==> config.mk <==
export PLATFORM = sky130hd
export DESIGN_NAME = ex_mem_stage_flat
export DESIGN_NICKNAME = d
export VERILOG_FILES = /design/src/rtl/ex_mem_pkg.sv /design/src/rtl/ex_mem_if.sv /design/src/rtl/ex_mem_entry.sv /design/src/rtl/ex_mem_stage.sv /design/src/flat_wrapper.sv
export SDC_FILE = /design/constraint.sdc
export NUM_CORES = 1
export LEC_CHECK = 0
export CAP_MARGIN = 10
export CORE_MARGIN = 2
export CORE_UTILIZATION = 45
export CTS_CLUSTER_DIAMETER = 30
export CTS_CLUSTER_SIZE = 10
export DETAILED_ROUTE_END_ITERATION = 16
export GPL_TIMING_DRIVEN = 0
export PLACE_DENSITY = 0.83
export SETUP_SLACK_MARGIN = 0.05
export SLEW_MARGIN = 20
export SYNTH_ARGS = -nofsm -noshare
export SYNTH_HDL_FRONTEND = slang
export SYNTH_SLANG_ARGS = --single-unit
==> constraint.sdc <==
create_clock -name Clock -period 5.3 [get_ports Clock]
set_clock_uncertainty 0.15 [all_clocks]
set_input_delay 0.53 -clock Clock [delete_from_list [all_inputs] [get_ports Clock]]
set_output_delay 0.53 -clock Clock [all_outputs]
set_load 0.005 [all_outputs]
==> src/rtl/ex_mem_pkg.sv <==
// Shared definitions for the EX/MEM pipeline stage: control-bundle layout,
// default widths and the occupancy state encoding.
package ex_mem_pkg;

  localparam int CTRL_W_DEF = 7;

  // Control bundle bit positions
  localparam int CTRL_REGWRITE    = 6;
  localparam int CTRL_MEMTOREG    = 5;
  localparam int CTRL_BRANCH      = 4;
  localparam int CTRL_MEMREAD_HI  = 3;
  localparam int CTRL_MEMREAD_LO  = 2;
  localparam int CTRL_MEMWRITE_HI = 1;
  localparam int CTRL_MEMWRITE_LO = 0;

  // State value doubles as the number of held entries
  typedef enum logic [1:0] {
    ST_EMPTY = 2'd0,
    ST_ONE   = 2'd1,
    ST_FULL  = 2'd2
  } state_e;

  function automatic logic [1:0] occ_of(input state_e s);
    return logic'(s[1]) ? 2'd2 : {1'b0, s[0]};
  endfunction

endpackage

==> src/rtl/ex_mem_if.sv <==
// Upstream (EX) and downstream (MEM) handshake bundle for ex_mem_stage.
// master = environment driving the stage, slave = the stage itself.
interface ex_mem_if
  import ex_mem_pkg::*;
#(
  parameter int DATA_W = 32,
  parameter int REG_W  = 5,
  parameter int CTRL_W = CTRL_W_DEF
);
  logic              InValid;
  logic              InReady;
  logic [CTRL_W-1:0] InCtrl;
  logic [DATA_W-1:0] InALUResult;
  logic [DATA_W-1:0] InStoreData;
  logic [DATA_W-1:0] InPCAddResult;
  logic [REG_W-1:0]  InWriteReg;
  logic              InZero;

  logic              OutValid;
  logic              OutReady;
  logic [CTRL_W-1:0] OutCtrl;
  logic [DATA_W-1:0] OutALUResult;
  logic [DATA_W-1:0] OutStoreData;
  logic [DATA_W-1:0] OutPCAddResult;
  logic [REG_W-1:0]  OutWriteReg;
  logic              OutZero;

  modport master (
    output InValid, InCtrl, InALUResult, InStoreData, InPCAddResult, InWriteReg, InZero,
    input  InReady,
    input  OutValid, OutCtrl, OutALUResult, OutStoreData, OutPCAddResult, OutWriteReg, OutZero,
    output OutReady
  );

  modport slave (
    input  InValid, InCtrl, InALUResult, InStoreData, InPCAddResult, InWriteReg, InZero,
    output InReady,
    output OutValid, OutCtrl, OutALUResult, OutStoreData, OutPCAddResult, OutWriteReg, OutZero,
    input  OutReady
  );

endinterface

==> src/rtl/ex_mem_entry.sv <==
// One payload register of the EX/MEM stage: load enable, asynchronous clear.
module ex_mem_entry #(
  parameter int W = 8
) (
  input  logic         Clock,
  input  logic         Reset,
  input  logic         load,
  input  logic [W-1:0] d,
  output logic [W-1:0] q
);

  always_ff @(posedge Clock or negedge Reset) begin
    if (!Reset)    q <= '0;
    else if (load) q <= d;
  end

endmodule

==> src/rtl/ex_mem_stage.sv <==
// EX/MEM pipeline register with valid/ready handshake. With EX_MEM_SKID_EN
// defined a skid entry is added so InReady is registered; otherwise a single entry.
module ex_mem_stage
  import ex_mem_pkg::*;
#(
  parameter int DATA_W = 32,
  parameter int REG_W  = 5,
  parameter int CTRL_W = CTRL_W_DEF
) (
  input  logic       Clock,
  input  logic       Reset,
  input  logic       Flush,
  output logic [1:0] Occupancy,
  ex_mem_if.slave    bus
);

  localparam int PL_W = CTRL_W + 3 * DATA_W + REG_W + 1;

  state_e            state_q, state_d;
  logic              acc, drn, main_ld;
  logic [PL_W-1:0]   in_pl, main_d, main_q;
  logic [CTRL_W-1:0] main_ctrl;

  assign acc   = bus.InValid && bus.InReady;
  assign drn   = bus.OutValid && bus.OutReady;
  assign in_pl = {bus.InCtrl, bus.InALUResult, bus.InStoreData, bus.InPCAddResult,
                  bus.InWriteReg, bus.InZero};

  ex_mem_entry #(.W(PL_W)) u_main (
    .Clock (Clock),
    .Reset (Reset),
    .load  (main_ld),
    .d     (main_d),
    .q     (main_q)
  );

`ifdef EX_MEM_SKID_EN
  logic [PL_W-1:0] skid_q;
  logic            skid_ld;
  logic            in_ready_q;

  ex_mem_entry #(.W(PL_W)) u_skid (
    .Clock (Clock),
    .Reset (Reset),
    .load  (skid_ld),
    .d     (in_pl),
    .q     (skid_q)
  );

  // Ready is taken from the next state so it never depends on OutReady this cycle
  always_ff @(posedge Clock or negedge Reset) begin
    if (!Reset) in_ready_q <= 1'b1;
    else        in_ready_q <= (state_d != ST_FULL);
  end

  assign bus.InReady = in_ready_q;
  assign main_d      = (state_q == ST_FULL) ? skid_q : in_pl;
`else
  assign bus.InReady = bus.OutReady || !bus.OutValid;
  assign main_d      = in_pl;
`endif

  always_ff @(posedge Clock or negedge Reset) begin
    if (!Reset) state_q <= ST_EMPTY;
    else        state_q <= state_d;
  end

  always_comb begin
    state_d = state_q;
    case (state_q)
      ST_EMPTY: if (acc) state_d = ST_ONE;
`ifdef EX_MEM_SKID_EN
      ST_ONE: begin
        if (acc && !drn)      state_d = ST_FULL;
        else if (!acc && drn) state_d = ST_EMPTY;
      end
`else
      ST_ONE: if (!acc && drn) state_d = ST_EMPTY;
`endif
      ST_FULL:  if (drn) state_d = ST_ONE;
      default:  state_d = ST_EMPTY;
    endcase
    if (Flush) state_d = ST_EMPTY;
  end

  // Loads are suppressed on Flush so data outputs keep their last value
  always_comb begin
    bus.OutValid = (state_q != ST_EMPTY);
    Occupancy    = occ_of(state_q);
    main_ld      = !Flush && (((state_q == ST_EMPTY) && acc) ||
                              ((state_q == ST_ONE) && acc && drn) ||
                              ((state_q == ST_FULL) && drn));
`ifdef EX_MEM_SKID_EN
    skid_ld      = !Flush && (state_q == ST_ONE) && acc && !drn;
`endif
  end

  assign {main_ctrl, bus.OutALUResult, bus.OutStoreData, bus.OutPCAddResult,
          bus.OutWriteReg, bus.OutZero} = main_q;
  assign bus.OutCtrl = bus.OutValid ? main_ctrl : '0;

endmodule

==> src/flat_wrapper.sv <==
// flat-port wrapper written by rule: the top's interface ports become plain ports
module ex_mem_stage_flat import ex_mem_pkg::*;
#(
  parameter int DATA_W = 32,
  parameter int REG_W  = 5,
  parameter int CTRL_W = CTRL_W_DEF
)
  (Clock, Reset, Flush, Occupancy, bus_InValid, bus_InCtrl, bus_InALUResult, bus_InStoreData, bus_InPCAddResult, bus_InWriteReg, bus_InZero, bus_InReady, bus_OutValid, bus_OutCtrl, bus_OutALUResult, bus_OutStoreData, bus_OutPCAddResult, bus_OutWriteReg, bus_OutZero, bus_OutReady);
  ex_mem_if #(.DATA_W(DATA_W), .REG_W(REG_W), .CTRL_W(CTRL_W)) bus_i ();
  input  logic Clock;
  input  logic Reset;
  input  logic Flush;
  output logic [1:0] Occupancy;
  input wire logic [$bits(bus_i.InValid)-1:0] bus_InValid;
  input wire logic [$bits(bus_i.InCtrl)-1:0] bus_InCtrl;
  input wire logic [$bits(bus_i.InALUResult)-1:0] bus_InALUResult;
  input wire logic [$bits(bus_i.InStoreData)-1:0] bus_InStoreData;
  input wire logic [$bits(bus_i.InPCAddResult)-1:0] bus_InPCAddResult;
  input wire logic [$bits(bus_i.InWriteReg)-1:0] bus_InWriteReg;
  input wire logic [$bits(bus_i.InZero)-1:0] bus_InZero;
  output wire logic [$bits(bus_i.InReady)-1:0] bus_InReady;
  output wire logic [$bits(bus_i.OutValid)-1:0] bus_OutValid;
  output wire logic [$bits(bus_i.OutCtrl)-1:0] bus_OutCtrl;
  output wire logic [$bits(bus_i.OutALUResult)-1:0] bus_OutALUResult;
  output wire logic [$bits(bus_i.OutStoreData)-1:0] bus_OutStoreData;
  output wire logic [$bits(bus_i.OutPCAddResult)-1:0] bus_OutPCAddResult;
  output wire logic [$bits(bus_i.OutWriteReg)-1:0] bus_OutWriteReg;
  output wire logic [$bits(bus_i.OutZero)-1:0] bus_OutZero;
  input wire logic [$bits(bus_i.OutReady)-1:0] bus_OutReady;
  assign bus_i.InValid = bus_InValid;
  assign bus_i.InCtrl = bus_InCtrl;
  assign bus_i.InALUResult = bus_InALUResult;
  assign bus_i.InStoreData = bus_InStoreData;
  assign bus_i.InPCAddResult = bus_InPCAddResult;
  assign bus_i.InWriteReg = bus_InWriteReg;
  assign bus_i.InZero = bus_InZero;
  assign bus_InReady = bus_i.InReady;
  assign bus_OutValid = bus_i.OutValid;
  assign bus_OutCtrl = bus_i.OutCtrl;
  assign bus_OutALUResult = bus_i.OutALUResult;
  assign bus_OutStoreData = bus_i.OutStoreData;
  assign bus_OutPCAddResult = bus_i.OutPCAddResult;
  assign bus_OutWriteReg = bus_i.OutWriteReg;
  assign bus_OutZero = bus_i.OutZero;
  assign bus_i.OutReady = bus_OutReady;
  ex_mem_stage #(.DATA_W(DATA_W), .REG_W(REG_W), .CTRL_W(CTRL_W)) u_core (.Clock(Clock), .Reset(Reset), .Flush(Flush), .Occupancy(Occupancy), .bus(bus_i));
endmodule
==> key figures <==
Final layout
  • Fin cells: 729
  • Most common cell after layout, fill and taps aside: clkdlybuf4s50_1
  • Fill count: 770
  • Layout cells sized above 1: 41.09%
  • Final nets: 699
  • Most frequent cells in the layout: clkdlybuf4s50_1 (224), buf_4 (112), dfrtp_1 (110), mux2_2 (99), clkbuf_8 (11)
  • Synthesis-to-layout area growth: 53.98%
  • N_diodes: 0
  • Finished Cell Area: 7670 um2

Global route
  • First-pass GRT wire length: 16.80 mm
  • GRT Residual Overflow: 0
  • Initial antenna violation count: 0
  • Vias in the first global route: 3493
  • Largest net degree at the start of global routing: 59
  • Total track usage: 18.70%

Synthesis
  • Post-Syn Nets: 461
  • Mean post-synth cell area: 14.35 um2
  • Synth cell types: 12
  • Gate Count Post-Synth: 347
  • Syn. warnings: 0
  • Synthesized flop and latch total: 110
  • Sequential-to-total area share from yosys stat: 55.26%
  • Post-Syn Area: 4981 um2

Placement
  • Port buffer count: 225
  • HPWL Detailed: 8.771 mm
  • Final GP Congestion: 0.7732
  • Placed cell area: 7437 um2
  • Dpl cells: 713

Clocking
  • CTS buffer count: 9
  • Post-CTS Setup Bufs: 0
  • Max H-tree Level: 3
  • Clk sinks: 110
  • CTS tree: built
  • Clk buf depth: 2
  • Worst-path clk slew: 0.10 ns
  • Root Driver: clkbuf_8
  • Later-pin clock latency in the skew report: 0.36 ns

Floorplanning
  • Starting density of the core: 45.95%
  • Die X: 109.2 um
  • Die height: 109.2 um
  • # IOs: 227
  • Area of the core: 10840 um2
  • Die outline area: 11930 um2
  • Rows: 38

Worst setup path
  • Crit path DAT: 1.65 ns
  • Worst Path Class, Setup: in -> out
  • CP Buf/Inv Count: 3
  • Family with the most delay on the worst path: buffers and inverters
  • CP max FO: 3
  • Data required, critical path: 4.62 ns
  • Max incr delay on CP: 0.52 ns
  • CP max stage cell: clkdlybuf4s50_1
  • Critical path endpoint category: primary output
  • CP dominant cell by count: clkdlybuf4s50_1
  • CP Launch Type: input port
  • Crit path cell chain: clkdlybuf4s50_1, nor2b_4, inv_1, clkdlybuf4s50_1

STA
  • Fin crit share: 43.99%
  • Worst-margin pin slew: 0.5484 ns
  • Final hold vios: 0
  • Final slew viol count: 0
  • RSZ-0062 raised after global routing: no
  • FMAX: 428.9 MHz
  • Final setup violation count: 0
  • Post-route minimum period: 2.332 ns
  • Slew margin rel.: 63.44%

Run
  • Max_cap viols: 0

Detailed routing
  • Detail-routed via count per cell: 4.443
  • Starting DRT DRC Count: 96
  • Routed wire length: 11.16 mm
  • Drt first pass iters: 3
  • Vias: 3239
  • Final ANT Viol Nets: 0
  • Routed wire per std cell: 15.31 um
  • # DRC: 0

Min path
  • HP Class: reg -> reg

Pwr
  • Leak: 3.345 nW
  • Max IR drop VDD: 0.2120 mV
  • Pwr per Cell Area: 313.1 nW/um2
  • Total power: 2.402 mW

Outcome
  • Outcome: completed
registers in the layout (all words and copies together), names as in the netlist:
signal / cells
u_core.state_q: 1
u_core.u_main.q: 109
stage by stage:
step | hold slack, ns | setup TNS [ns] | setup slack (ns) | util, %
floorplan | 0.08441 | 0 | 3.559 | -
CTS | 0.3676 | 0 | 2.957 | 70.75
detailed placement | 0.3465 | 0 | 2.833 | 68.61
global placement | 0.3336 | -64.17 | -0.5906 | 68.34
finish | 0.3624 | 0 | 2.968 | 70.75
global route | 0.3849 | 0 | 2.931 | 70.75
cells in the mapped netlist:
| cell | count | area share [%] |
|---|---|---|
| and2_1 | 7 | 0.88 |
| buf_4 | 112 | 17 |
| buf_6 | 2 | 0.45 |
| buf_8 | 1 | 0.30 |
| conb_1 | 1 | 0.075 |
| dfrtp_1 | 110 | 55 |
| inv_1 | 1 | 0.075 |
| mux2_2 | 99 | 22 |
| mux2_4 | 10 | 3.0 |
| nor2_1 | 2 | 0.15 |
| nor2b_4 | 1 | 0.28 |
| nor3b_2 | 1 | 0.25 |
kinds of logic (layout without fill, tap and decap cells):
kind of cell / after synthesis / after routing / share of synthesized area, %
buffers and inverters: 116 / 358 / 17.71
DFF: 110 / 110 / 55.26
muxes: 109 / 109 / 25.40
other: 1 / 1 / 0.07529
and+or+nand+nor: 11 / 11 / 1.557
metal layers:
| metal | part of all wire [%] | vias up | track usage, % |
|---|---|---|---|
| met3 | 8.9 | 24 | 6.455 |
| met1 | 36 | 1562 | 19.48 |
| met5 | 0 | - | 0 |
| met4 | 2.6 | 0 | 8.047 |
| li1 | - | 1524 | - |
| met2 | 53 | 129 | 33.98 |
layout make-up:
class / instances / area [um2] / share of cell area [%]
Inverter: 1 / 3.754 / 0.04894
Clock inverter: 3 / 67.56 / 0.8809
Buffer: 115 / 878.3 / 11.45
Clock buffer: 12 / 155.1 / 2.023
Sequential cell: 110 / 2753 / 35.89
Multi-Input combinational cell: 121 / 1346 / 17.55
Tap cell: 140 / 175.2 / 2.284
Timing Repair Buffer: 227 / 2291 / 29.87
report_power, final:
| group | leakage (nW) | total [mW] | internal (mW) | switching, mW |
|---|---|---|---|---|
| registers | 1.29 | 1.06 | 0.981 | 0.0752 |
| clock network | 0.109 | 0.558 | 0.290 | 0.268 |
| logic | 1.94 | 0.788 | 0.589 | 0.199 |
| total | 3.35 | 2.40 | 1.86 | 0.542 |
worst register-to-register path, cell delays in order, from the launching register on:
cell and delay, ns:
dfrtp_1 0.48, nor2b_4 0.18, nor3b_2 0.18, buf_6 0.19
buf_6 0.18, buf_8 0.17, mux2_4 0.31
final timing paths:
path	from	endpoint	slack (ns)	cells after the start
worst max-delay path	bus_OutReady	bus_InReady	2.97	4
worst min-delay path	u_core.u_main.q[64]	u_core.u_main.q[64]	0.36	1
worst max register to register	u_core.state_q[0]	u_core.u_main.q[74]	3.36	6
worst min register to register	u_core.u_main.q[64]	u_core.u_main.q[64]	0.36	1
max in group asynchronous	Reset	u_core.u_main.q[43]	3.81	3
min in group asynchronous	Reset	u_core.u_main.q[97]	0.56	2
repair_timing:
| item | CTS | global route |
|---|---|---|
| hold buffers | 1 | 0 |
| hold endpoints to repair | 53 | 0 |
| resized for setup | 0 | 0 |
Note: power is estimated with default switching activity, not from simulation.
